## config.mk

```make
export PLATFORM = sky130hd
export DESIGN_NAME = axi_rd_arbiter_flat
export DESIGN_NICKNAME = d
export VERILOG_FILES = /design/src/rtl/axi_rd_arbiter_pkg.sv /design/src/rtl/axi_rd_arbiter_if.sv /design/src/rtl/axi_rd_arbiter_ar_grant.sv /design/src/rtl/axi_rd_arbiter.sv /design/src/flat_wrapper.sv
export SDC_FILE = /design/constraint.sdc
export NUM_CORES = 1
export LEC_CHECK = 0
export CAP_MARGIN = 10
export CELL_PAD_IN_SITES_DETAIL_PLACEMENT = 1
export CELL_PAD_IN_SITES_GLOBAL_PLACEMENT = 2
export CORE_UTILIZATION = 19
export CTS_CLUSTER_DIAMETER = 120
export DETAILED_ROUTE_END_ITERATION = 16
export GPL_TIMING_DRIVEN = 0
export PLACE_DENSITY = 0.84
export SYNTH_ARGS = -nofsm -noshare
export SYNTH_HDL_FRONTEND = slang
export SYNTH_SLANG_ARGS = --single-unit
```

## constraint.sdc

```tcl
create_clock -name clk -period 4.61 [get_ports clk]
set_input_delay 1.1525 -clock clk [delete_from_list [all_inputs] [get_ports clk]]
set_output_delay 1.1525 -clock clk [all_outputs]
set_load 0.05 [all_outputs]
```

## src/rtl/axi_rd_arbiter_pkg.sv

```systemverilog
// Shared definitions for the AXI read-channel arbiter: fixed AXI ids,
// request encodings, AR state type and grant vector bit positions.
package axi_rd_arbiter_pkg;

    localparam logic [3:0] IC_ID        = 4'd0;
    localparam logic [3:0] D_ID         = 4'd1;
    localparam logic [2:0] IC_LINE_TYPE = 3'b100;
    localparam logic [2:0] SIZE_WORD    = 3'b010;

    // Bit positions inside the one-hot grant vector.
    localparam int GNT_IC = 0;
    localparam int GNT_D  = 1;

    typedef enum logic {
        AR_IDLE = 1'b0,
        AR_SEND = 1'b1
    } ar_state_t;

    // Burst length field for an icache request: a full line for a refill,
    // a single beat for anything else.
    function automatic logic [7:0] ic_arlen(input logic [2:0] rd_type, input int burst_len);
        return (rd_type == IC_LINE_TYPE) ? 8'(burst_len - 1) : 8'd0;
    endfunction

endpackage

```

## src/rtl/axi_rd_arbiter_if.sv

```systemverilog
// Bundle of all request, return and AXI AR/R signals around the arbiter.
// master = the arbiter itself, slave = the cache/core and AXI bridge side.
interface axi_rd_arbiter_if;

    // icache refill port
    logic        ic_rd_req;
    logic [2:0]  ic_rd_type;
    logic [31:0] ic_rd_addr;
    logic        ic_rd_rdy;
    logic        ic_ret_valid;
    logic        ic_ret_last;
    logic [31:0] ic_ret_data;

    // data port
    logic        d_req;
    logic [1:0]  d_size;
    logic [31:0] d_addr;
    logic        d_addr_ok;
    logic        d_data_ok;
    logic [31:0] d_rdata;

    // AXI AR channel
    logic [3:0]  arid;
    logic [31:0] araddr;
    logic [7:0]  arlen;
    logic [2:0]  arsize;
    logic        arvalid;
    logic        arready;

    // AXI R channel
    logic [3:0]  rid;
    logic [31:0] rdata;
    logic        rlast;
    logic        rvalid;
    logic        rready;

    logic        err;

    modport master (
        input  ic_rd_req, ic_rd_type, ic_rd_addr,
        input  d_req, d_size, d_addr,
        input  arready, rid, rdata, rlast, rvalid,
        output ic_rd_rdy, ic_ret_valid, ic_ret_last, ic_ret_data,
        output d_addr_ok, d_data_ok, d_rdata,
        output arid, araddr, arlen, arsize, arvalid, rready, err
    );

    modport slave (
        output ic_rd_req, ic_rd_type, ic_rd_addr,
        output d_req, d_size, d_addr,
        output arready, rid, rdata, rlast, rvalid,
        input  ic_rd_rdy, ic_ret_valid, ic_ret_last, ic_ret_data,
        input  d_addr_ok, d_data_ok, d_rdata,
        input  arid, araddr, arlen, arsize, arvalid, rready, err
    );

endinterface

```

## src/rtl/axi_rd_arbiter_ar_grant.sv

```systemverilog
// AR grant logic: decides which requester may issue an AR this cycle.
// Data normally wins; once data has been granted STARVE_LIMIT times in a row
// while inst was waiting, the next grant is forced to inst.
module axi_rd_arbiter_ar_grant
    import axi_rd_arbiter_pkg::*;
#(
    parameter int STARVE_LIMIT = 4
) (
    input  logic       clk,
    input  logic       reset,
    input  logic       idle,
    input  logic       ic_req,
    input  logic       ic_busy,
    input  logic       d_req,
    input  logic       d_busy,
    output logic [1:0] grant
);

    localparam int CNT_W = ($clog2(STARVE_LIMIT + 1) > 0) ? $clog2(STARVE_LIMIT + 1) : 1;
    localparam logic [CNT_W-1:0] CNT_MAX = CNT_W'(STARVE_LIMIT);

    logic             ic_elig;
    logic             d_elig;
    logic             force_ic;
    logic [CNT_W-1:0] starve_cnt;

    // Saturating increment, capped at the starvation limit.
    function automatic logic [CNT_W-1:0] sat_inc(input logic [CNT_W-1:0] v);
        return (v == CNT_MAX) ? v : v + CNT_W'(1);
    endfunction

    // Eligibility and priority; grants only happen while the AR FSM is idle.
    always_comb begin
        ic_elig  = ic_req && !ic_busy;
        d_elig   = d_req && !d_busy;
        force_ic = ic_elig && (starve_cnt == CNT_MAX);
        grant    = '0;
        if (idle) begin
            if (d_elig && !force_ic) begin
                grant[GNT_D] = 1'b1;
            end else if (ic_elig) begin
                grant[GNT_IC] = 1'b1;
            end
        end
    end

    // Count data grants taken while inst was waiting; an inst grant clears it.
    always_ff @(posedge clk or posedge reset) begin
        if (reset) begin
            starve_cnt <= '0;
        end else if (grant[GNT_IC]) begin
            starve_cnt <= '0;
        end else if (grant[GNT_D] && ic_elig) begin
            starve_cnt <= sat_inc(starve_cnt);
        end
    end

endmodule

```

## src/rtl/axi_rd_arbiter.sv

```systemverilog
// Shares one AXI read channel between the icache refill port (arid 0) and
// the data port (arid 1). One AR in flight at a time, one outstanding request
// per requester, R beats steered back to their owner by rid with no delay.
module axi_rd_arbiter
    import axi_rd_arbiter_pkg::*;
#(
    parameter int IC_BURST_LEN = 4,
    parameter int STARVE_LIMIT = 4
) (
    input  logic             clk,
    input  logic             reset,
    axi_rd_arbiter_if.master bus
);

    ar_state_t  state;
    logic [1:0] grant;
    logic       ic_busy;
    logic       d_busy;
    logic [7:0] ic_len;
    logic [7:0] ic_beat_cnt;
    logic       ic_beat;
    logic       d_beat;
    logic       r_err;

    axi_rd_arbiter_ar_grant #(
        .STARVE_LIMIT(STARVE_LIMIT)
    ) u_ar_grant (
        .clk    (clk),
        .reset  (reset),
        .idle   (state == AR_IDLE),
        .ic_req (bus.ic_rd_req),
        .ic_busy(ic_busy),
        .d_req  (bus.d_req),
        .d_busy (d_busy),
        .grant  (grant)
    );

    // The accept strobes are the grant itself, so they fire in the request cycle.
    assign bus.ic_rd_rdy = grant[GNT_IC];
    assign bus.d_addr_ok = grant[GNT_D];

    // A beat is only delivered when its id has a request outstanding.
    assign ic_beat = bus.rvalid && (bus.rid == IC_ID) && ic_busy;
    assign d_beat  = bus.rvalid && (bus.rid == D_ID) && d_busy;

    assign bus.rready       = !reset;
    assign bus.ic_ret_valid = ic_beat;
    assign bus.ic_ret_last  = bus.rlast;
    assign bus.ic_ret_data  = bus.rdata;
    assign bus.d_data_ok    = d_beat;
    assign bus.d_rdata      = bus.rdata;

    // AR FSM: latch the granted request, then hold it on AR until accepted.
    always_ff @(posedge clk or posedge reset) begin
        if (reset) begin
            state       <= AR_IDLE;
            bus.arvalid <= 1'b0;
            bus.arid    <= '0;
            bus.araddr  <= '0;
            bus.arlen   <= '0;
            bus.arsize  <= '0;
            ic_len      <= '0;
        end else begin
            case (state)
                AR_IDLE: begin
                    if (grant[GNT_D]) begin
                        bus.arid    <= D_ID;
                        bus.araddr  <= bus.d_addr;
                        bus.arlen   <= 8'd0;
                        bus.arsize  <= {1'b0, bus.d_size};
                        bus.arvalid <= 1'b1;
                        state       <= AR_SEND;
                    end else if (grant[GNT_IC]) begin
                        bus.arid    <= IC_ID;
                        bus.araddr  <= bus.ic_rd_addr;
                        bus.arlen   <= ic_arlen(bus.ic_rd_type, IC_BURST_LEN);
                        bus.arsize  <= SIZE_WORD;
                        bus.arvalid <= 1'b1;
                        ic_len      <= ic_arlen(bus.ic_rd_type, IC_BURST_LEN);
                        state       <= AR_SEND;
                    end
                end
                AR_SEND: begin
                    if (bus.arready) begin
                        bus.arvalid <= 1'b0;
                        state       <= AR_IDLE;
                    end
                end
                default: state <= AR_IDLE;
            endcase
        end
    end

    // Outstanding flags: set on grant, cleared by the last beat for that id.
    always_ff @(posedge clk or posedge reset) begin
        if (reset) begin
            ic_busy <= 1'b0;
            d_busy  <= 1'b0;
        end else begin
            if (grant[GNT_IC]) begin
                ic_busy <= 1'b1;
            end else if (ic_beat && bus.rlast) begin
                ic_busy <= 1'b0;
            end
            if (grant[GNT_D]) begin
                d_busy <= 1'b1;
            end else if (d_beat && bus.rlast) begin
                d_busy <= 1'b0;
            end
        end
    end

    // Count inst beats within the current burst; it holds the index of the next beat.
    always_ff @(posedge clk or posedge reset) begin
        if (reset) begin
            ic_beat_cnt <= '0;
        end else if (ic_beat) begin
            ic_beat_cnt <= bus.rlast ? 8'd0 : ic_beat_cnt + 8'd1;
        end
    end

    // Protocol checks on every R beat presented by the slave.
    always_comb begin
        r_err = 1'b0;
        if (bus.rvalid) begin
            if ((bus.rid != IC_ID) && (bus.rid != D_ID)) r_err = 1'b1;
            if ((bus.rid == IC_ID) && !ic_busy)          r_err = 1'b1;
            if ((bus.rid == D_ID) && !d_busy)            r_err = 1'b1;
            if (ic_beat && bus.rlast && (ic_beat_cnt != ic_len)) r_err = 1'b1;
            if (d_beat && !bus.rlast)                    r_err = 1'b1;
        end
    end

    // Sticky error flag, cleared only by reset.
    always_ff @(posedge clk or posedge reset) begin
        if (reset) begin
            bus.err <= 1'b0;
        end else if (r_err) begin
            bus.err <= 1'b1;
        end
    end

endmodule

```

## src/flat_wrapper.sv

```systemverilog
// flat-port wrapper written by rule: the top's interface ports become plain ports
module axi_rd_arbiter_flat import axi_rd_arbiter_pkg::*;
#(
    parameter int IC_BURST_LEN = 4,
    parameter int STARVE_LIMIT = 4
)
  (clk, reset, bus_ic_rd_req, bus_ic_rd_type, bus_ic_rd_addr, bus_d_req, bus_d_size, bus_d_addr, bus_arready, bus_rid, bus_rdata, bus_rlast, bus_rvalid, bus_ic_rd_rdy, bus_ic_ret_valid, bus_ic_ret_last, bus_ic_ret_data, bus_d_addr_ok, bus_d_data_ok, bus_d_rdata, bus_arid, bus_araddr, bus_arlen, bus_arsize, bus_arvalid, bus_rready, bus_err);
  axi_rd_arbiter_if bus_i ();
  input  logic clk;
  input  logic reset;
  input wire logic [$bits(bus_i.ic_rd_req)-1:0] bus_ic_rd_req;
  input wire logic [$bits(bus_i.ic_rd_type)-1:0] bus_ic_rd_type;
  input wire logic [$bits(bus_i.ic_rd_addr)-1:0] bus_ic_rd_addr;
  input wire logic [$bits(bus_i.d_req)-1:0] bus_d_req;
  input wire logic [$bits(bus_i.d_size)-1:0] bus_d_size;
  input wire logic [$bits(bus_i.d_addr)-1:0] bus_d_addr;
  input wire logic [$bits(bus_i.arready)-1:0] bus_arready;
  input wire logic [$bits(bus_i.rid)-1:0] bus_rid;
  input wire logic [$bits(bus_i.rdata)-1:0] bus_rdata;
  input wire logic [$bits(bus_i.rlast)-1:0] bus_rlast;
  input wire logic [$bits(bus_i.rvalid)-1:0] bus_rvalid;
  output wire logic [$bits(bus_i.ic_rd_rdy)-1:0] bus_ic_rd_rdy;
  output wire logic [$bits(bus_i.ic_ret_valid)-1:0] bus_ic_ret_valid;
  output wire logic [$bits(bus_i.ic_ret_last)-1:0] bus_ic_ret_last;
  output wire logic [$bits(bus_i.ic_ret_data)-1:0] bus_ic_ret_data;
  output wire logic [$bits(bus_i.d_addr_ok)-1:0] bus_d_addr_ok;
  output wire logic [$bits(bus_i.d_data_ok)-1:0] bus_d_data_ok;
  output wire logic [$bits(bus_i.d_rdata)-1:0] bus_d_rdata;
  output wire logic [$bits(bus_i.arid)-1:0] bus_arid;
  output wire logic [$bits(bus_i.araddr)-1:0] bus_araddr;
  output wire logic [$bits(bus_i.arlen)-1:0] bus_arlen;
  output wire logic [$bits(bus_i.arsize)-1:0] bus_arsize;
  output wire logic [$bits(bus_i.arvalid)-1:0] bus_arvalid;
  output wire logic [$bits(bus_i.rready)-1:0] bus_rready;
  output wire logic [$bits(bus_i.err)-1:0] bus_err;
  assign bus_i.ic_rd_req = bus_ic_rd_req;
  assign bus_i.ic_rd_type = bus_ic_rd_type;
  assign bus_i.ic_rd_addr = bus_ic_rd_addr;
  assign bus_i.d_req = bus_d_req;
  assign bus_i.d_size = bus_d_size;
  assign bus_i.d_addr = bus_d_addr;
  assign bus_i.arready = bus_arready;
  assign bus_i.rid = bus_rid;
  assign bus_i.rdata = bus_rdata;
  assign bus_i.rlast = bus_rlast;
  assign bus_i.rvalid = bus_rvalid;
  assign bus_ic_rd_rdy = bus_i.ic_rd_rdy;
  assign bus_ic_ret_valid = bus_i.ic_ret_valid;
  assign bus_ic_ret_last = bus_i.ic_ret_last;
  assign bus_ic_ret_data = bus_i.ic_ret_data;
  assign bus_d_addr_ok = bus_i.d_addr_ok;
  assign bus_d_data_ok = bus_i.d_data_ok;
  assign bus_d_rdata = bus_i.d_rdata;
  assign bus_arid = bus_i.arid;
  assign bus_araddr = bus_i.araddr;
  assign bus_arlen = bus_i.arlen;
  assign bus_arsize = bus_i.arsize;
  assign bus_arvalid = bus_i.arvalid;
  assign bus_rready = bus_i.rready;
  assign bus_err = bus_i.err;
  axi_rd_arbiter #(.IC_BURST_LEN(IC_BURST_LEN), .STARVE_LIMIT(STARVE_LIMIT)) u_core (.clk(clk), .reset(reset), .bus(bus_i));
endmodule
```

==> metrics, run 1 <==
HP Start=u_core.bus.arid[0]; crit-path cells=clkdlybuf4s50_1 > nor2b_1 > buf_4 > a31o_2 > buf_4 > nor2_4 > clkdlybuf4s50_1; Post-Synthesis Cells=370; crit end category=output port; Post-Layout Cell Count=796; layout cells sized above 1=18.8%; most frequent cells in the layout=clkdlybuf4s50_1 (188), nand3_1 (105), buf_4 (79); Core ar.=16500 um2; Starting Density=19.4%; wire length per cell=15.3 um; Post-synth EDFFs=0; reg2reg start=u_core.ic_busy; DRT Pass-1 Iters=4; Cell variety after synth=38; WP data arrival=3.29 ns; Num CTS Buffers=5; # placed instances=788; critical path class=primary input to output port; maximum vdd ir drop=159 uV; Die ar.=17400 um2; # nets final=690; CTS resizes=0; DRC=0; port bufs=188; end point of the worst hold path=u_core.bus.arid[0]; Final period util=96.3%; worst skew pair latency=0.30 ns; first-pass GRT wire length=19.2 mm; clock skew=0.00807 ns; minimum clock period after layout=4.44 ns; clk sink count=53; drt initial violations=115; ys flop type=dfrtp_1; boundary pin count=231; Die Height=132 um; commonest non-fill, non-tap cell in the layout=clkdlybuf4s50_1; register area=1330 um2; GRT Overall Usage=14.0%; dpl hpwl=9.53 mm; pin count of the biggest net entering global routing=35; Max Buffers Root-to-Sink=2; hold crit path type=flop to flop; CP max-delay cell=clkdlybuf4s50_1; setup violators final=0; row cnt=47; syn_area_per_cell=8.66 um2; CP max FO=7; TritonCTS clock tree=built; Max Cap Violations=0; outcome=complete, no violations; P_leak=2.43 nW; Synth async-reset ratio=100%; FF-to-FF path depth=6; Synth Warn #=0; hold buffer count at CTS=0; register area share after synthesis=41.4%; Slew Limit Fails=0; WHS=0.495 ns; flops & latches, synth=53; routability cong.=0.762; Peak Freq=0.225 GHz; RSZ-0062 raised after global routing=no; Worst-Margin Slew=0.593 ns; total grt overflow=0; Clock transition at path regs=0.07 ns; # H-tree levels=2; ANT nets after route=0; via/cell ratio=4.23; Setup Fix Bufs, Post-CTS=0; initial antenna violation count=0; Layout area overhead=73.3%; Reg-to-Reg End=u_core.bus.araddr[18]; Slew HR=60.5%; Die Width=132 um; DR vias=3369; ant diodes=0; Worst Setup Start Kind=primary input; vias in the first global route=3807; CP required=3.46 ns; final WL=12.1 mm; Hold Path Cell Cnt=1; # fillers=1947; Fin. Hold Viols=0; Setup TNS Final=0 ns; FF-to-FF setup slack=2.91 ns; post-synthesis cell area=3210 um2; multi-input logic area=1200 um2; Slowest Stage Delay on Critical Path=0.85 ns; root buffer cell=clkbuf_16; Cell Pwr Density=517 nW/um2
Yosys cell counts (2+ instances only):
master      n  area share [%]
buf_4      79              19
nor2_1      4            0.47
a21oi_1     3            0.47
nor3_1      4            0.62
o31ai_1     5             1.2
o21ai_0    11             1.7
a31oi_1     3            0.59
nor2b_1     3            0.59
o21ai_1     2            0.31
buf_2       9             1.4
ha_1        3             1.2
and3_1      4            0.78
dfrtp_1    53              41
and2_1      2            0.39
nand2_1    40             4.7
a21o_1      3            0.70
nand2b_1    6             1.2
buf_6       3             1.1
inv_2       2            0.23
nand3_1   105              16
inv_1       5            0.59
clkbuf_1    5            0.59
routing by layer:
layer  GRT usage, %  up-vias  wire [um]
met5              0        -          0
met4           4.59        0        277
met3           2.88       16        604
met2           27.2      125       6520
met1           14.8     1633       4740
li1               -     1595          -
flip-flops by register name, indices dropped and copies added, names as in the netlist:
signal and count:
u_core.u_ar_grant.starve_cnt 3, u_core.bus.arid 1, u_core.ic_len 1, u_core.d_busy 1
u_core.bus.arsize 2, u_core.ic_busy 1, u_core.bus.araddr 32, u_core.bus.arlen 1
u_core.bus.err 1, u_core.ic_beat_cnt 8, u_core.bus.arvalid 1, u_core.state 1
power by group:
part	total, mW	internal, mW	switching (mW)	leakage (nW)
clock network	0.385	0.203	0.183	0.0641
registers	0.760	0.645	0.115	0.664
logic	1.72	0.596	1.13	1.70
logic make-up (layout without fill, tap and decap cells):
| group | count (synthesis) | in the layout | synth area share [%] |
|---|---|---|---|
| simple gates | 174 | 174 | 27.0 |
| compound gates | 35 | 35 | 7.61 |
| other cells | 1 | 10 | 0.117 |
| flops | 53 | 53 | 41.4 |
| mux | 1 | 1 | 0.351 |
| buf+inv | 103 | 300 | 22.4 |
| fa+ha+maj | 3 | 3 | 1.17 |
worst max-delay path, delay by kind of cell:
| family | cells | cell delay, ns |
|---|---|---|
| buf+inv | 4 | 1.57 |
| compound gates | 1 | 0.24 |
| simple gates | 2 | 0.32 |
worst max path at each step:
stage,start,end,slack [ns]
after floorplan,reset,bus_rready,0.93
after global placement,reset,bus_rready,-0.96
after detailed placement,bus_ic_rd_req,bus_d_addr_ok,0.15
after CTS,bus_ic_rd_req,bus_d_addr_ok,0.14
after global routing,bus_ic_rd_req,bus_d_addr_ok,0.11
final,bus_ic_rd_req,bus_d_addr_ok,0.17
metrics by stage:
step / utilization [%] / worst slack [ns] / instance area, um2 / power (mW)
final: 33.6 / 0.170 / 5560 / 2.87
after global routing: 33.6 / 0.106 / 5560 / 3.03
after CTS: 33.6 / 0.142 / 5560 / 2.92
after detailed placement: 32.8 / 0.148 / 5420 / 2.52
after global placement: 32.7 / -0.958 / 5400 / 2.46
after floorplan: - / 0.925 / 3240 / 1.88
final cells by class:
| class | instances | share of cell area, % |
|---|---|---|
| tap | 220 | 4.95 |
| multi-input combinational | 223 | 21.5 |
| timing repair buffer | 189 | 34.2 |
| buffer | 96 | 12.4 |
| clock inverter | 1 | 0.135 |
| clock buffer | 7 | 2.39 |
| inverter | 7 | 0.473 |
| sequential | 53 | 23.9 |
Note: power is estimated with default switching activity, not from simulation.
==> run 2, diff against run 1 <==
Settings changed: CTS_CLUSTER_DIAMETER 120 to 60.
==> results of run 2 <==
The final DEF is identical to that of run 1; final timing and power are the same.
==> run 3, diff against run 2 <==
Settings changed: CORE_UTILIZATION 19 to 20, CTS_BUF_LIST from default to sky130_fd_sc_hd__clkbuf_8, PLACE_DENSITY 0.84 to 0.88, SKIP_CTS_REPAIR_TIMING from default to 1.
==> metrics, run 3 (same netlist as run 1, synthesis figures left out) <==
Slowest Stage Delay on Critical Path=0.86 ns (about the same); GRT Overall Usage=13.7% (-0.29 points); Largest register FFs=32 (unchanged); largest registers=u_core.bus.araddr x32, u_core.ic_beat_cnt x8, u_core.u_ar_grant.starve_cnt x3; WP data arrival=3.34 ns (+0.05 ns); CP required=3.46 ns (about the same); Sw Ratio=50.7% (+1.0 points); pin count of the biggest net entering global routing=31 (-11%); boundary pin count=231 (unchanged); Most flops, register=u_core.bus.araddr; Final period util=97.5% (+1.2 points); Peak Freq=0.222 GHz (-1.2%); row cnt=45 (-4.3%); ANT nets after route=0 (unchanged); wire length per cell=14.5 um (-4.9%); TritonCTS clock tree=built; Setup TNS Final=0 ns (unchanged); Worst Setup Start Kind=primary input; initial antenna violation count=0 (unchanged); Max Cap Violations=0 (unchanged); Clock transition at path regs=0.09 ns (+0.02 ns); clock share of power=9.7% (-3.7 points); maximum vdd ir drop=183 uV (+15%); DRT Pass-1 Iters=4 (unchanged); ant diodes=0 (unchanged); crit end category=output port; # fillers=1851 (-4.9%); crit path from=bus_ic_rd_req; Fin. Hold Viols=0 (unchanged); dpl hpwl=9.08 mm (-4.7%); via/cell ratio=4.26 (+0.54%); Internal Power=1.34 mW (-6.9%); Comb pwr share=62.5% (+2.4 points); WHS=0.501 ns (+0.00506 ns); P_leak=2.41 nW (-0.71%); clock skew=0.0112 ns (+0.00316 ns); Layout area overhead=71.2%; crit-path cells=clkdlybuf4s50_1 > nor2b_1 > buf_4 > a31o_2 > buf_4 > nor2_4 > clkdlybuf4s50_1; vias in the first global route=3702 (-2.8%); FF-to-FF path depth=6 (unchanged); DRC=0 (unchanged); Die Height=129 um (-2.5%); fin util=35.6% (+2.0 points); total power=2.73 mW (-5.0%); layout cells sized above 1=18.8% (unchanged); commonest non-fill, non-tap cell in the layout=clkdlybuf4s50_1; RSZ-0062 raised after global routing=no; final WL=11.4 mm (-5.9%); Cell Pwr Density=497 nW/um2 (-3.8%); Seq pwr share=27.8% (+1.3 points); Slew Limit Fails=0 (unchanged); port bufs=188 (unchanged); minimum clock period after layout=4.49 ns (+0.0553 ns); P_sw=1.38 mW (-3.1%); clk sink count=53 (unchanged); routability cong.=0.751 (-1.4%); first-pass GRT wire length=17.8 mm (-7.1%); most frequent cells in the layout=clkdlybuf4s50_1 (188), nand3_1 (105), buf_4 (79); worst skew pair latency=0.31 ns (about the same); total grt overflow=0 (unchanged); reg2reg start=u_core.ic_busy; CP max-delay cell=clkdlybuf4s50_1; Starting Density=20.8% (+1.4 points); root buffer cell=clkbuf_8; Die Width=129 um (-2.5%); outcome=complete, no violations; Max Buffers Root-to-Sink=2 (unchanged); # placed instances=779 (-1.1%); HP Start=u_core.bus.araddr[26]; setup violators final=0 (unchanged); CP max FO=7 (unchanged); # H-tree levels=2 (unchanged); # nets final=690 (unchanged); critical path class=primary input to output port; Die ar.=16500 um2 (-4.9%); hold crit path type=flop to flop; DR vias=3349 (-0.59%); drt initial violations=102 (-11%); Post-Layout Cell Count=787 (-1.1%); Worst-Margin Slew=0.589 ns (-0.00381 ns); Slew HR=60.7% (+0.20 points); Num CTS Buffers=5 (unchanged); Hold Path Cell Cnt=2 (+1); Core ar.=15400 um2 (-6.6%)
==> run 3: cell types whose count changed in the layout (fill, tap and decap cells not counted), sizes merged <==
cell    before  now
inv          7    9
clkbuf      12   10
==> run 3: layout make-up <==
class / instances / area [um2] / share of cell area, %
sequential: 53 / 1330 / 24.2
multi-input combinational: 223 / 1200 / 21.8
buffer: 96 / 691 / 12.6
tap: 211 / 264 / 4.81
clock inverter: 3 / 15.0 / 0.274
clock buffer: 5 / 68.8 / 1.25
inverter: 7 / 26.3 / 0.479
timing repair buffer: 189 / 1900 / 34.6
==> run 3: power by group through the flow <==
stage	Clock [mW]	Sequential, mW	Combinational [mW]
floorplan	0	1.27	0.605
global placement	0	0.757	1.70
detailed placement	0	0.772	1.72
CTS	0.290	0.761	1.73
global route	0.299	0.786	1.81
finish	0.264	0.757	1.70
==> run 3: worst paths after layout <==
kind | to | slack (ns)
worst max-delay path | bus_d_addr_ok | 0.12
worst min-delay path | u_core.bus.araddr[26] | 0.50
worst max register to register | u_core.bus.araddr[15] | 2.95
max in group asynchronous | u_core.bus.arvalid | 2.81
worst min register to register | u_core.bus.araddr[26] | 0.50
min in group asynchronous | u_core.bus.araddr[22] | 1.23
==> run 3: worst max-delay path: cells and delay by family <==
family	cells	cell delay, ns
AO/OA/AOI/OAI	1	0.25
AND/OR/NAND/NOR	2	0.34
buffers and inverters	4	1.59
==> run 3: layer usage <==
layer  share of wire, %  global-route usage, %
met1                 41                   15.6
met2                 52                   26.2
met3                5.4                   2.00
met4                1.7                   4.15
met5                  0                      0
==> run 3: through the flow <==
stage | setup WS [ns] | area (um2)
2_1_floorplan | 0.925 | 3240
3_3_place_gp | -0.914 | 5390
3_5_place_dp | 0.118 | 5410
4_1_cts | 0.106 | 5490
5_1_grt | 0.0441 | 5490
6_report | 0.115 | 5490
